**src/rtl/rv32_ctrl_pkg.sv**
```systemverilog
// Shared encodings for the multi-cycle RV32I main controller: opcodes,
// ALUOp class codes, FSM state encoding and datapath mux selects.
package rv32_ctrl_pkg;

    // RV32I major opcodes (instr[6:0])
    localparam logic [6:0] OPC_LOAD   = 7'b0000011;
    localparam logic [6:0] OPC_OPIMM  = 7'b0010011;
    localparam logic [6:0] OPC_AUIPC  = 7'b0010111;
    localparam logic [6:0] OPC_STORE  = 7'b0100011;
    localparam logic [6:0] OPC_OP     = 7'b0110011;
    localparam logic [6:0] OPC_LUI    = 7'b0110111;
    localparam logic [6:0] OPC_BRANCH = 7'b1100011;
    localparam logic [6:0] OPC_JALR   = 7'b1100111;
    localparam logic [6:0] OPC_JAL    = 7'b1101111;

    // ALUOp class codes seen by the ALU-control decoder
    localparam logic [3:0] ALUOP_LOAD   = 4'b0000;
    localparam logic [3:0] ALUOP_OPIMM  = 4'b0001;
    localparam logic [3:0] ALUOP_AUIPC  = 4'b0010;
    localparam logic [3:0] ALUOP_STORE  = 4'b0011;
    localparam logic [3:0] ALUOP_OP     = 4'b0100;
    localparam logic [3:0] ALUOP_LUI    = 4'b0101;
    localparam logic [3:0] ALUOP_BRANCH = 4'b0110;
    localparam logic [3:0] ALUOP_JALR   = 4'b0111;
    localparam logic [3:0] ALUOP_JAL    = 4'b1000;

    // Instruction class; CLS_ILLEGAL marks an unrecognised opcode
    typedef enum logic [3:0] {
        CLS_LOAD    = 4'b0000,
        CLS_OPIMM   = 4'b0001,
        CLS_AUIPC   = 4'b0010,
        CLS_STORE   = 4'b0011,
        CLS_OP      = 4'b0100,
        CLS_LUI     = 4'b0101,
        CLS_BRANCH  = 4'b0110,
        CLS_JALR    = 4'b0111,
        CLS_JAL     = 4'b1000,
        CLS_ILLEGAL = 4'b1111
    } op_class_e;

    // FSM state encoding
    localparam int unsigned STATE_W = 3;
    localparam logic [STATE_W-1:0] ST_RESET   = 3'd0;
    localparam logic [STATE_W-1:0] ST_FETCH   = 3'd1;
    localparam logic [STATE_W-1:0] ST_DECODE  = 3'd2;
    localparam logic [STATE_W-1:0] ST_EXEC    = 3'd3;
    localparam logic [STATE_W-1:0] ST_MEM     = 3'd4;
    localparam logic [STATE_W-1:0] ST_WB      = 3'd5;
    localparam logic [STATE_W-1:0] ST_MEM_ERR = 3'd6;
    localparam logic [STATE_W-1:0] ST_TRAP    = 3'd7;

    // pc_src encodings
    localparam logic [1:0] PC_SRC_SEQ = 2'b00;
    localparam logic [1:0] PC_SRC_TGT = 2'b01;
    localparam logic [1:0] PC_SRC_ALU = 2'b10;

    // wb_sel encodings
    localparam logic [1:0] WB_SEL_ALU  = 2'b00;
    localparam logic [1:0] WB_SEL_LOAD = 2'b01;
    localparam logic [1:0] WB_SEL_PC4  = 2'b10;
    localparam logic [1:0] WB_SEL_IMM  = 2'b11;

endpackage

```
**src/rtl/rv32_aluop_encoder.sv**
```systemverilog
// Combinational opcode classifier: opcode -> {class, ALUOp code, legal}.
module rv32_aluop_encoder
    import rv32_ctrl_pkg::*;
(
    input  logic [6:0] opcode,
    output op_class_e  op_class,
    output logic [3:0] alu_op,
    output logic       legal
);

    // Map each recognised opcode to its class and ALUOp code
    always_comb begin
        op_class = CLS_ILLEGAL;
        alu_op   = ALUOP_LOAD;
        legal    = 1'b1;
        case (opcode)
            OPC_LOAD:   begin op_class = CLS_LOAD;   alu_op = ALUOP_LOAD;   end
            OPC_OPIMM:  begin op_class = CLS_OPIMM;  alu_op = ALUOP_OPIMM;  end
            OPC_AUIPC:  begin op_class = CLS_AUIPC;  alu_op = ALUOP_AUIPC;  end
            OPC_STORE:  begin op_class = CLS_STORE;  alu_op = ALUOP_STORE;  end
            OPC_OP:     begin op_class = CLS_OP;     alu_op = ALUOP_OP;     end
            OPC_LUI:    begin op_class = CLS_LUI;    alu_op = ALUOP_LUI;    end
            OPC_BRANCH: begin op_class = CLS_BRANCH; alu_op = ALUOP_BRANCH; end
            OPC_JALR:   begin op_class = CLS_JALR;   alu_op = ALUOP_JALR;   end
            OPC_JAL:    begin op_class = CLS_JAL;    alu_op = ALUOP_JAL;    end
            default:    legal = 1'b0;
        endcase
    end

endmodule

```
**src/rtl/rv32_multicycle_ctrl.sv**
```systemverilog
// Main control FSM of the multi-cycle RV32I core.
// Sequences FETCH/DECODE/EXEC/MEM/WB over a single req/ready memory port.
// Optional build macro RV32_ILLEGAL_TRAP_EN: illegal opcodes set 'illegal'
// and park the FSM in TRAP; without it they retire as a NOP.
module rv32_multicycle_ctrl
    import rv32_ctrl_pkg::*;
#(
    parameter int unsigned TIMEOUT_CYCLES = 255,
    parameter int unsigned CNT_W          = 8
) (
    input  logic        clk,
    input  logic        rst_n,
    input  logic [31:0] ir,
    input  logic [31:0] mem_rdata_ins,
    input  logic        mem_ready,
    input  logic        br_taken,
    output logic        mem_req,
    output logic        mem_we,
    output logic        mem_ifetch,
    output logic        ir_we,
    output logic        pc_we,
    output logic [1:0]  pc_src,
    output logic        reg_we,
    output logic [1:0]  wb_sel,
    output logic [3:0]  alu_op,
    output logic [3:0]  alu_funct,
    output logic        mem_err,
    output logic        illegal
);

    localparam bit TMO_EN = (TIMEOUT_CYCLES != 32'd0);
    // Last wait-count value before the timeout fires
    localparam logic [CNT_W-1:0] TMO_LAST =
        CNT_W'(TMO_EN ? (TIMEOUT_CYCLES - 32'd1) : 32'd0);

    logic [STATE_W-1:0] state_q, state_d;
    logic [CNT_W-1:0]   cnt_q, cnt_d;
    logic               mem_err_q, mem_err_d;
    op_class_e          op_class;
    logic [3:0]         enc_alu_op;
    logic               legal;
    logic               tmo_hit;
    logic               rd_nz;
    logic               is_store;

    // The instruction word itself is captured by the datapath, not here
    logic unused_bits;
    assign unused_bits = ^{mem_rdata_ins, ir[31], ir[29:15]};

    rv32_aluop_encoder u_enc (
        .opcode   (ir[6:0]),
        .op_class (op_class),
        .alu_op   (enc_alu_op),
        .legal    (legal)
    );

    assign rd_nz    = |ir[11:7];
    assign is_store = (op_class == CLS_STORE);
    assign tmo_hit  = TMO_EN && (cnt_q == TMO_LAST);
    assign mem_err  = mem_err_q;

`ifdef RV32_ILLEGAL_TRAP_EN
    logic illegal_q, illegal_d;
    assign illegal = illegal_q;
`else
    assign illegal = 1'b0;
`endif

    // State, wait counter and sticky flags
    always_ff @(posedge clk or negedge rst_n) begin
        if (!rst_n) begin
            state_q   <= ST_RESET;
            cnt_q     <= '0;
            mem_err_q <= 1'b0;
`ifdef RV32_ILLEGAL_TRAP_EN
            illegal_q <= 1'b0;
`endif
        end else begin
            state_q   <= state_d;
            cnt_q     <= cnt_d;
            mem_err_q <= mem_err_d;
`ifdef RV32_ILLEGAL_TRAP_EN
            illegal_q <= illegal_d;
`endif
        end
    end

    // Next-state and Moore-style control decode
    always_comb begin
        state_d    = state_q;
        cnt_d      = cnt_q;
        mem_err_d  = mem_err_q;
`ifdef RV32_ILLEGAL_TRAP_EN
        illegal_d  = illegal_q;
`endif
        mem_req    = 1'b0;
        mem_we     = 1'b0;
        mem_ifetch = 1'b0;
        ir_we      = 1'b0;
        pc_we      = 1'b0;
        pc_src     = PC_SRC_SEQ;
        reg_we     = 1'b0;
        wb_sel     = WB_SEL_ALU;
        alu_op     = ALUOP_LOAD;
        alu_funct  = 4'b0000;

        case (state_q)
            ST_RESET: state_d = ST_FETCH;

            ST_FETCH: begin
                mem_req    = 1'b1;
                mem_ifetch = 1'b1;
                if (mem_ready) begin
                    ir_we   = 1'b1;
                    state_d = ST_DECODE;
                end else if (tmo_hit) begin
                    mem_err_d = 1'b1;
                    state_d   = ST_MEM_ERR;
                end else begin
                    cnt_d = cnt_q + CNT_W'(1);
                end
            end

            ST_DECODE: begin
                if (legal) begin
                    state_d = ST_EXEC;
                end else begin
`ifdef RV32_ILLEGAL_TRAP_EN
                    illegal_d = 1'b1;
                    state_d   = ST_TRAP;
`else
                    state_d   = ST_WB;
`endif
                end
            end

            ST_EXEC: begin
                alu_op    = enc_alu_op;
                alu_funct = {ir[30], ir[14:12]};
                case (op_class)
                    CLS_BRANCH: begin
                        // Not-taken still advances PC by 4
                        pc_we   = 1'b1;
                        pc_src  = br_taken ? PC_SRC_TGT : PC_SRC_SEQ;
                        state_d = ST_FETCH;
                    end
                    CLS_LOAD, CLS_STORE: state_d = ST_MEM;
                    default:             state_d = ST_WB;
                endcase
            end

            ST_MEM: begin
                mem_req = 1'b1;
                mem_we  = is_store;
                if (mem_ready) begin
                    if (is_store) begin
                        pc_we   = 1'b1;
                        state_d = ST_FETCH;
                    end else begin
                        state_d = ST_WB;
                    end
                end else if (tmo_hit) begin
                    mem_err_d = 1'b1;
                    state_d   = ST_MEM_ERR;
                end else begin
                    cnt_d = cnt_q + CNT_W'(1);
                end
            end

            ST_WB: begin
                pc_we   = 1'b1;
                reg_we  = legal && rd_nz;
                state_d = ST_FETCH;
                case (op_class)
                    CLS_JAL:  begin pc_src = PC_SRC_TGT; wb_sel = WB_SEL_PC4; end
                    CLS_JALR: begin pc_src = PC_SRC_ALU; wb_sel = WB_SEL_PC4; end
                    CLS_LOAD: wb_sel = WB_SEL_LOAD;
                    CLS_LUI:  wb_sel = WB_SEL_IMM;
                    default:  ;
                endcase
            end

            ST_MEM_ERR: state_d = ST_MEM_ERR;
            ST_TRAP:    state_d = ST_TRAP;
            default:    state_d = ST_RESET;
        endcase

        // Wait counter restarts on every state change
        if (state_d != state_q) begin
            cnt_d = '0;
        end
    end

endmodule

```
**config.mk**
```make
export PLATFORM = sky130hd
export DESIGN_NAME = rv32_multicycle_ctrl
export DESIGN_NICKNAME = d
export VERILOG_FILES = /design/src/rtl/rv32_ctrl_pkg.sv /design/src/rtl/rv32_aluop_encoder.sv /design/src/rtl/rv32_multicycle_ctrl.sv
export SDC_FILE = /design/constraint.sdc
export NUM_CORES = 1
export LEC_CHECK = 0
export ABC_AREA = 1
export CELL_PAD_IN_SITES_DETAIL_PLACEMENT = 0
export CELL_PAD_IN_SITES_GLOBAL_PLACEMENT = 2
export CORE_UTILIZATION = 18
export CTS_BUF_LIST = sky130_fd_sc_hd__clkbuf_4 sky130_fd_sc_hd__clkbuf_8
export DETAILED_ROUTE_END_ITERATION = 10
export PLACE_DENSITY = 0.84
export SYNTH_ARGS = -nofsm -noshare
export SYNTH_HDL_FRONTEND = slang
export SYNTH_SLANG_ARGS = --single-unit
```
**constraint.sdc**
```tcl
create_clock -name clk -period 4.2 [get_ports clk]
set_input_delay 0.42 -clock clk [delete_from_list [all_inputs] [get_ports clk]]
set_output_delay 0.42 -clock clk [all_outputs]
set_load 0.02 [all_outputs]
```
# After elaboration in Yosys (flattened, before gate mapping)
# Cells that the tools add are included.
[word_totals] regBits=12 in_bits=68 out_inout_bits=20 word_cells=74
[classes] addsub=1 n_eq_ne=25 muxes=32 n_bitwise=1 reduce_logical=12
[op_table] operator="4-bit one-hot mux with 9 select lines" n=1
[op_table] operator="8-bit 2-to-1 mux" n=4
[op_table] operator="4-bit one-hot mux with 8 select lines" n=1
[op_table] operator="7-bit by 6-bit equality test with 1-bit output (second input constant)" n=3
[op_table] operator="7-bit equality test (second input constant)" n=3
[op_table] operator="3-bit one-hot mux with 7 select lines" n=1
[op_table] operator="3-bit 2-to-1 mux" n=5
[op_table] operator="7-bit by 5-bit equality test with 1-bit output (second input constant)" n=2
[op_table] operator="3-bit equality test (second input constant)" n=4
[op_table] operator="4-bit by 3-bit equality test with 1-bit output (second input constant)" n=3
[op_table] operator="1-bit 2-to-1 mux" n=12
[op_table] operator="9-bit OR reduction" n=1
[op_table] operator="8-bit by 1-bit adder with 8-bit output (second input constant)" n=1
[op_table] operator="8-bit equality test (second input constant)" n=1
[op_table] operator="4-bit 2-to-1 mux" n=2
[op_table] operator="2-bit one-hot mux with 2 select lines" n=2
[op_table] operator="2-bit OR reduction" n=4
[op_table] operator="7-bit by 2-bit equality test with 1-bit output (second input constant)" n=1
[op_table] operator="3-bit by 2-bit equality test with 1-bit output (second input constant)" n=2
[op_table] operator="2-bit one-hot mux with 3 select lines" n=1
[op_table] operator="3-bit one-hot mux with 2 select lines" n=1
[op_table] operator="3-bit AND reduction" n=2
[op_table] operator="5-bit OR reduction" n=1
[op_table] operator="4-bit by 2-bit equality test with 1-bit output (second input constant)" n=1
[op_table] operator="other kinds (11)" n=12

# Depth between registers and ports, before layout
# Gate-level depths: netlist of the first run.
[logic_depth] ltp_word=9 depth_mapped=13

# Modules after synthesis
# A second synthesis of the first run with hierarchy kept.
[hier_totals] cells_unflattened=211 area_unflattened_um2=1295.0
[modules_own_cells] module="rv32_multicycle_ctrl" instances=1 cells_each=168 area_per_inst_um2=1068.5
[modules_own_cells] module="rv32_aluop_encoder" instances=1 cells_each=43 area_per_inst_um2=226.5

# Worst setup path after synthesis of the first run
# No wires, ideal clock.
[synth_path] kind="input-to-output" start="input ir[1]" end="output reg_we" arrival_time_ns=1.525 required_time_ns=3.780 setup_slack_ns=2.255 stages=6 path_buffers=0 cell_sequence="nand2_1 > nor2_4 > nand2_2 > nand3_2 > nor2_1 > a211oi_1"
[synth_between] elab_chain_len=5 word_cells_on_any_way=13
[synth_lines] element="from (decl)" line_no="rv32_multicycle_ctrl.sv:13" rtl="input logic [31:0] ir,"
[synth_lines] element="7-bit by 2-bit equality test with 1-bit output, or another cell as far along" line_no="rv32_aluop_encoder.sv:16" rtl="case (opcode)"
[synth_lines] element="9-bit OR reduction (no source line) *"
[synth_lines] element="1-bit 2-to-1 mux *" line_no="rv32_aluop_encoder.sv:16"
[synth_lines] element="1-bit logical AND *" line_no="rv32_multicycle_ctrl.sv:172" rtl="reg_we = legal && rd_nz;"
[synth_lines] element="1-bit 2-to-1 mux *" line_no="rv32_multicycle_ctrl.sv:107" rtl="case (state_q)"
[synth_lines] element="to (decl)" line_no="rv32_multicycle_ctrl.sv:23" rtl="output logic reg_we,"
# Every way passes the cells marked *; elsewhere a longest branch is shown, timed or not.

# Final worst setup path of the first run
[layout_path] start="input ir[5]" end="output alu_op[0]"
[layout_between] elab_chain_len=3 word_cells_on_any_way=10
[layout_lines] element="7-bit equality test, or another cell as far along" line_no="rv32_aluop_encoder.sv:16"
[layout_lines] element="4-bit one-hot mux with 8 select lines *" line_no="rv32_aluop_encoder.sv:16"
[layout_lines] element="4-bit 2-to-1 mux *" line_no="rv32_multicycle_ctrl.sv:107"
[layout_lines] element="to (decl)" line_no="rv32_multicycle_ctrl.sv:25" rtl="output logic [3:0] alu_op,"
# Marked as above.

==> impl_summary.log, run 1 <==
[metrics] predominant post-synthesis flop cell: dfrtp_1
[metrics] die span in y: 83.8 µm
[metrics] Worst-path clk slew: 0.05 ns
[metrics] critical path startpoint category: primary input
[metrics] worst slew slack as a fraction of its limit: 63.2%
[metrics] maximum clock path buffer count: 2
[metrics] CTS HTree Levels: 1
[metrics] maxcap violations: 0
[metrics] area share of the largest cell type after synthesis: 24.9%
[metrics] highest-delay cell along the critical path: clkdlybuf4s50_1
[metrics] cell types occupying the most area after synthesis: dfrtp_1 25%, nand2_1 11%, inv_1 8.1%
[metrics] total power consumption of the routed design: 0.255 mW
[metrics] Antenna Cells: 0
[metrics] clock sinks: 12
[metrics] f_max: 335 MHz
[metrics] number of buffers inserted to repair setup after CTS: 0
[metrics] Worst path max stage delay: 0.63 ns
[metrics] NumNets Final: 285
[metrics] post-DP HPWL: 2470 µm
[metrics] clock tree from TritonCTS: yes
[metrics] antenna violations before repair: 0
[metrics] post-place instance area: 1660 µm²
[metrics] minimum hold slack: 0.491 ns
[metrics] overall die area: 7020 µm²
[metrics] number of flops mapped to enable cells by yosys: 0
[metrics] proportion of synthesized chip area in sequential cells: 24.9%
[metrics] top cells by instance count after synthesis: 35 x nand2_1, 26 x inv_1, 20 x nor2_1
[metrics] number of max-slew violations in the final report: 0
[metrics] maximum number of pins on one net before global-route repair: 13
[metrics] library cells used by synthesis: 32
[metrics] end-of-flow core utilization: 26.7%
[metrics] RSZ-0062 raised after global routing: false
[metrics] final count of hold timing violations: 0
[metrics] floorplan die width: 83.8 µm
[metrics] final critical-path setup slack: 1.21 ns
[metrics] setup violation total in the final timing report: 0
[metrics] Area Growth Syn to Fin: 41.5%
[metrics] most congested layer reported by global routing: met2
[metrics] vias per inst: 4.12
[metrics] total number of vias: 1196
[metrics] worst setup path startpoint: ir[5]
[metrics] grt met1 use: 11.9%
[metrics] post-route non-filler standard cell count: 290
[metrics] share of cells above drive strength 1: 17.8%
[metrics] share of flip-flops with an asynchronous set or reset after synthesis: 100%
[metrics] Cell Chain, Critical Path: clkdlybuf4s50_1 > nand2_1 > nor2_1 > inv_1 > nor3_1 > inv_1 > nand3_1 > o21ai_0 > a31oi_1 > clkdlybuf4s50_1
[metrics] data arrival time at the worst-slack endpoint: 2.57 ns
[metrics] Worst R2R Start: cnt_q[0]
[metrics] Routed WL: 3000 µm
[metrics] transition time at the pin with the least slew margin: 0.550 ns
[metrics] starting utilization of the core area: 18.8%
[metrics] Synthesized Nets: 244
[metrics] placeable core region: 6390 µm²
[metrics] 1st-pass router iterations: 4
[metrics] CTS-repair resized insts: 0
[metrics] number of global-route vias before repair: 1135
[metrics] Fill cells: 712
[metrics] post-synthesis instance area: 1200 µm²
[metrics] library cell with the highest instance count after synthesis: nand2_1
[metrics] cell accounting for the most synthesized area: dfrtp_1
[metrics] total congestion overflow after global routing: 0
[metrics] worst endpoint required time: 3.78 ns
[metrics] met3 track demand over resource in global routing: 2.18%
[metrics] TritonCTS Buffers: 3
[metrics] DRC: 0
[metrics] mean cell area of the mapped netlist: 6.92 µm²
[metrics] crit-path max FO: 5
[metrics] global-route wire length before repair: 5210 µm
[metrics] path category of the worst min-delay check: reg -> reg
[metrics] num rows: 29
[metrics] kind of critical path: in -> out
[metrics] Worst Skew: 0.000780 ns
[metrics] GR Util All Layers: 8.92%
[metrics] Peak supply drop: 0.0772 mV
[metrics] Clock Root Buffer: clkbuf_8
[metrics] Port Buffer Count: 38
[metrics] number of design-rule violations left by the first detailed-router iteration: 41
[metrics] Worst Setup Slack post-DPL: 1.22 ns
[metrics] Final period util: 71.1%
[metrics] synthesized instance count: 174
[metrics] count of placed standard cells including taps: 287
[metrics] sum of negative setup slack: 0 ns
[metrics] clock latency on the worst-skew pair: 0.24 ns
[metrics] result of the run: completed
[metrics] remaining antenna violation count: 0
[metrics] areal power density over the cells: 150 nW/µm²
[metrics] Worst setup EP type: output port
[metrics] hold buffers post-CTS: 0
[metrics] Top-Level Pins: 88
[metrics] number of warnings issued by yosys: 0
[metrics] weighted congestion reported at the end of routability-driven placement: 0.776
[metrics] buffers and inverters on the worst path: 4
[metrics] crit-path leading delay family: buffers and inverters
[metrics] final critical-path required period: 2.99 ns
[metrics] Hold Startpoint: mem_err
[metrics] met2 Resource Use GR: 14.6%
[metrics] Leak Pwr: 0.767 nW
[metrics] post-synthesis sequential element count: 12
[metrics] Design Area, Final: 1700 µm²
[metrics] Avg WL per Cell: 10.4 µm
==> layer usage <==
layer	vias to the layer above	routed length [µm]	part of all wire (%)
li1	628	-	-
met5	-	0	0
met1	535	1460	48
met3	2	136	4.5
met4	0	21	0.70
met2	31	1390	46
==> worst register-to-register path, cell delays in order, from the launching register on <==
cell and delay, ns:
dfrtp_1 0.40, inv_1 0.06, ha_1 0.19, inv_1 0.05, nor2_1 0.04, nand2_2 0.11
inv_1 0.06, o21ai_0 0.19, nand2_1 0.10, nand2_1 0.07, nand2_2 0.06, inv_4 0.11
nor3_2 0.06
==> cell usage in the layout (no fill, tap or decap), drive strengths merged <==
master,synthesis,routed
nand2,43,43
clkdlybuf4s50,0,38
inv,31,31
nor2,27,27
nand3,16,16
nor3,14,14
dfrtp,12,12
o21ai,6,6
xnor2,5,5
nand4,3,3
clkbuf,0,3
a21oi,2,2
xor2,2,2
ha,2,2
o21bai,2,2
a21boi,1,1
o22ai,1,1
o31ai,1,1
a31oi,1,1
a211oi,1,1
a31o,1,1
conb,1,1
==> path summary, 6_finish.rpt <==
| path | to | depth (start not counted) | slack [ns] |
|---|---|---|---|
| setup / recovery | alu_op[0] | 10 | 1.21 |
| max in group asynchronous | state_q[0] | 1 | 3.29 |
| min in group asynchronous | cnt_q[3] | 1 | 0.54 |
| hold / removal | mem_err | 1 | 0.49 |
| hold reg to reg | mem_err | 1 | 0.49 |
| setup reg to reg | cnt_q[7] | 12 | 2.57 |
==> logic make-up after synthesis <==
logic type | share of synthesized area (%)
compound gates | 8.53
simple gates | 47.6
flops | 24.9
other cells | 0.312
fa+ha+maj | 2.08
buf+inv | 11.4
xor+xnor | 5.09
==> power by group <==
| part | internal [mW] | switching (mW) | total, mW |
|---|---|---|---|
| logic | 0.0198 | 0.0185 | 0.0383 |
| clock network | 0.0629 | 0.0384 | 0.101 |
| registers | 0.116 | 0 | 0.116 |
| total | 0.199 | 0.0569 | 0.255 |
==> cell type report <==
class / instances / area [µm²] / share of cell area (%)
clock buffer: 3 / 41.3 / 2.42
inverter: 31 / 119 / 6.98
multi-input combinational: 129 / 766 / 45.0
sequential: 12 / 300 / 17.6
tap: 77 / 96.3 / 5.66
timing repair buffer: 38 / 380 / 22.3
==> registers in the layout (all words and copies together) (netlist names) <==
register / flops
cnt_q: 8
state_q: 3
mem_err: 1
No activity file was read; power rests on OpenSTA's default activity.
==> run 2: changes to the inputs <==
--- a/config.mk
+++ b/config.mk
@@ -8,10 +8,10 @@
 export ABC_AREA = 1
 export CELL_PAD_IN_SITES_DETAIL_PLACEMENT = 0
 export CELL_PAD_IN_SITES_GLOBAL_PLACEMENT = 2
-export CORE_UTILIZATION = 18
+export CORE_UTILIZATION = 17
 export CTS_BUF_LIST = sky130_fd_sc_hd__clkbuf_4 sky130_fd_sc_hd__clkbuf_8
 export DETAILED_ROUTE_END_ITERATION = 10
-export PLACE_DENSITY = 0.84
+export PLACE_DENSITY = 0.8
 export SYNTH_ARGS = -nofsm -noshare
 export SYNTH_HDL_FRONTEND = slang
 export SYNTH_SLANG_ARGS = --single-unit
==> constraint.sdc (replaced) <==
create_clock -name clk -period 3.07 [get_ports clk]
set_input_delay 0.307 -clock clk [delete_from_list [all_inputs] [get_ports clk]]
set_output_delay 0.307 -clock clk [all_outputs]
set_load 0.02 [all_outputs]
==> run 2 against run 1 <==
Setup slack lost 0.87 ns. Sequential power grew 36%. Largest cell class unchanged. First-iteration DRC count shrank 7.3%. Clock skew grew 0.0030 ns. Register-to-register slack lost 1.2 ns. Non-clock buffer count is the same. Critical endpoint unchanged. Clock power grew 72%. Sequential share of layout area shrank 0.38 points. Global-route usage shrank 0.35 points.
==> impl_summary.log, run 2 (synthesized netlist as in run 1, its figures left out) <==
[metrics] Antenna Cells: 0 (unchanged)
[metrics] final critical-path setup slack: 0.341 ns (-0.872 ns)
[metrics] weighted congestion reported at the end of routability-driven placement: 0.787 (+1.4%)
[metrics] Clock Root Buffer: clkbuf_8
[metrics] worst slew slack as a fraction of its limit: 60.8% (-2.4 points)
[metrics] register containing the most flip-flops in the final layout: cnt_q
[metrics] Port Buffer Count: 38 (unchanged)
[metrics] final count of hold timing violations: 0 (unchanged)
[metrics] count of placed standard cells including taps: 306 (+6.6%)
[metrics] data arrival time at the worst-slack endpoint: 2.42 ns (-0.15 ns)
[metrics] most frequent standard cell in the layout excluding fill and tap cells: clkdlybuf4s50_1
[metrics] result of the run: completed
[metrics] CTS-repair resized insts: 0 (unchanged)
[metrics] number of design-rule violations left by the first detailed-router iteration: 38 (-7.3%)
[metrics] clock latency on the worst-skew pair: 0.24 ns (about the same)
[metrics] NumNets Final: 285 (unchanged)
[metrics] overall die area: 7420 µm² (+5.7%)
[metrics] hold buffers post-CTS: 0 (unchanged)
[metrics] setup violation total in the final timing report: 0 (unchanged)
[metrics] post-DP HPWL: 2490 µm (+0.91%)
[metrics] worst setup path startpoint: ir[5]
[metrics] most used cells in the layout excluding fill and tap cells: 38 x clkdlybuf4s50_1, 35 x nand2_1, 26 x inv_1, 20 x nor2_1, 12 x dfrtp_1
[metrics] Worst setup EP type: output port
[metrics] end-of-flow core utilization: 25.5% (-1.2 points)
[metrics] number of buffers inserted to repair setup after CTS: 0 (unchanged)
[metrics] total congestion overflow after global routing: 0 (unchanged)
[metrics] critical path startpoint category: primary input
[metrics] starting utilization of the core area: 17.6% (-1.2 points)
[metrics] RSZ-0062 raised after global routing: false
[metrics] TritonCTS Buffers: 3 (unchanged)
[metrics] Final period util: 88.9%
[metrics] final critical-path required period: 2.73 ns
[metrics] CTS HTree Levels: 1 (unchanged)
[metrics] Area Growth Syn to Fin: 44.6%
[metrics] remaining antenna violation count: 0 (unchanged)
[metrics] transition time at the pin with the least slew margin: 0.586 ns (+0.0360 ns)
[metrics] crit-path max FO: 5 (unchanged)
[metrics] maximum number of pins on one net before global-route repair: 13 (unchanged)
[metrics] path category of the worst min-delay check: in -> async
[metrics] areal power density over the cells: 221 nW/µm² (+47%)
[metrics] kind of critical path: in -> out
[metrics] Top-Level Pins: 88 (unchanged)
[metrics] Worst R2R Start: cnt_q[0]
[metrics] maxcap violations: 0 (unchanged)
[metrics] clock tree from TritonCTS: yes
[metrics] Worst Skew: 0.00380 ns (+0.00302 ns)
[metrics] die span in y: 86.1 µm (+2.8%)
[metrics] antenna violations before repair: 0 (unchanged)
[metrics] Worst Setup Slack post-DPL: 0.339 ns (-0.879 ns)
[metrics] sum of negative setup slack: 0 ns (unchanged)
[metrics] number of max-slew violations in the final report: 0 (unchanged)
[metrics] Routed WL: 3010 µm (about the same)
[metrics] vias per inst: 3.82 (-7.3%)
[metrics] GR Util All Layers: 8.57% (-0.35 points)
[metrics] share of cells above drive strength 1: 18.2% (+0.38 points)
[metrics] DRC: 0 (unchanged)
[metrics] Avg WL per Cell: 9.69 µm (-6.4%)
[metrics] number of global-route vias before repair: 1144 (+0.79%)
[metrics] Worst-path clk slew: 0.06 ns (about the same)
[metrics] floorplan die width: 86.1 µm (+2.8%)
[metrics] maximum clock path buffer count: 2 (unchanged)
[metrics] f_max: 366 MHz
[metrics] global-route wire length before repair: 5170 µm (-0.79%)
[metrics] Leak Pwr: 0.775 nW (+0.94%)
[metrics] worst endpoint required time: 2.76 ns (-1.02 ns)
[metrics] num rows: 30 (+3.4%)
[metrics] max reg flops: 8 (unchanged)
[metrics] total number of vias: 1185 (-0.92%)
[metrics] clock sinks: 12 (unchanged)
[metrics] 1st-pass router iterations: 4 (unchanged)
[metrics] Peak supply drop: 0.109 mV (+42%)
[metrics] reg2reg setup slack: 1.42 ns (-1.15 ns)
[metrics] placeable core region: 6830 µm² (+7.0%)
[metrics] total power consumption of the routed design: 0.384 mW (+50%)
[metrics] post-route non-filler standard cell count: 310 (+6.9%)
-- run 2: cell types whose count changed in the layout (fill, tap and decap cells not counted), sizes merged --
cell / before / now
clkbuf: 3 / 4
-- run 2: area by class of cell --
type	instances	area, µm²
Clock buffer	4	55.1
Fill cell	798	5090
Inverter	31	119
Multi-Input combinational cell	129	766
Sequential cell	12	300
Tap cell	96	120
Timing Repair Buffer	38	380
-- run 2: stage by stage --
step,hold WS [ns],instance area [µm²]
2_1_floorplan,0.0114,1200
3_3_place_gp,0.483,1690
3_5_place_dp,0.495,1690
4_1_cts,0.455,1740
5_1_grt,0.483,1740
6_report,0.438,1740
-- run 2: final timing paths --
check | cells after the start | endpoint
worst max-delay path | 10 | alu_op[0]
worst min-delay path | 1 | cnt_q[5]
worst max register to register | 12 | cnt_q[2]
worst min register to register | 1 | mem_err
max in group asynchronous | 1 | cnt_q[1]
min in group clk | 1 | mem_err
-- run 2: critical path, cell delays in order --
cell and delay, ns:
clkdlybuf4s50_1 0.57, nand2_1 0.07, nor2_1 0.14, inv_1 0.05, nor3_1 0.18, inv_1 0.11, nand3_1 0.08, o21ai_0 0.09
a31oi_1 0.17, clkdlybuf4s50_1 0.63
-- run 2: routing by layer --
layer	share of wire (%)	vias up	track usage, %
met2	47	24	14.5
met4	0.63	0	1.36
met1	49	520	11.3
met3	3.8	2	1.92
met5	0	-	0
li1	-	639	-
-- run 2: power by group --
part / switching (mW) / leakage (nW) / internal (mW)
clock network: 0.0602 / 0.0288 / 0.113
registers: 0 / 0.152 / 0.158
logic: 0.0252 / 0.594 / 0.0271
total: 0.0853 / 0.775 / 0.299
==> run 3: changes to the inputs <==
==> constraint.sdc (replaced) <==
create_clock -name clk -period 3.1 [get_ports clk]
set_input_delay 0.31 -clock clk [delete_from_list [all_inputs] [get_ports clk]]
set_output_delay 0.31 -clock clk [all_outputs]
set_load 0.02 [all_outputs]
==> results of run 3 <==
Same layout as run 2 (identical final DEF). Status: completed.
Among the figures that moved: setup slack after placement 0.339 ns -> 0.363 ns; setup slack after layout 0.341 ns -> 0.365 ns; hold slack 0.438 ns -> 0.441 ns; register-to-register setup slack 1.42 ns -> 1.45 ns; total power 0.384 mW -> 0.380 mW; worst IR drop on VDD 0.109 mV -> 0.108 mV
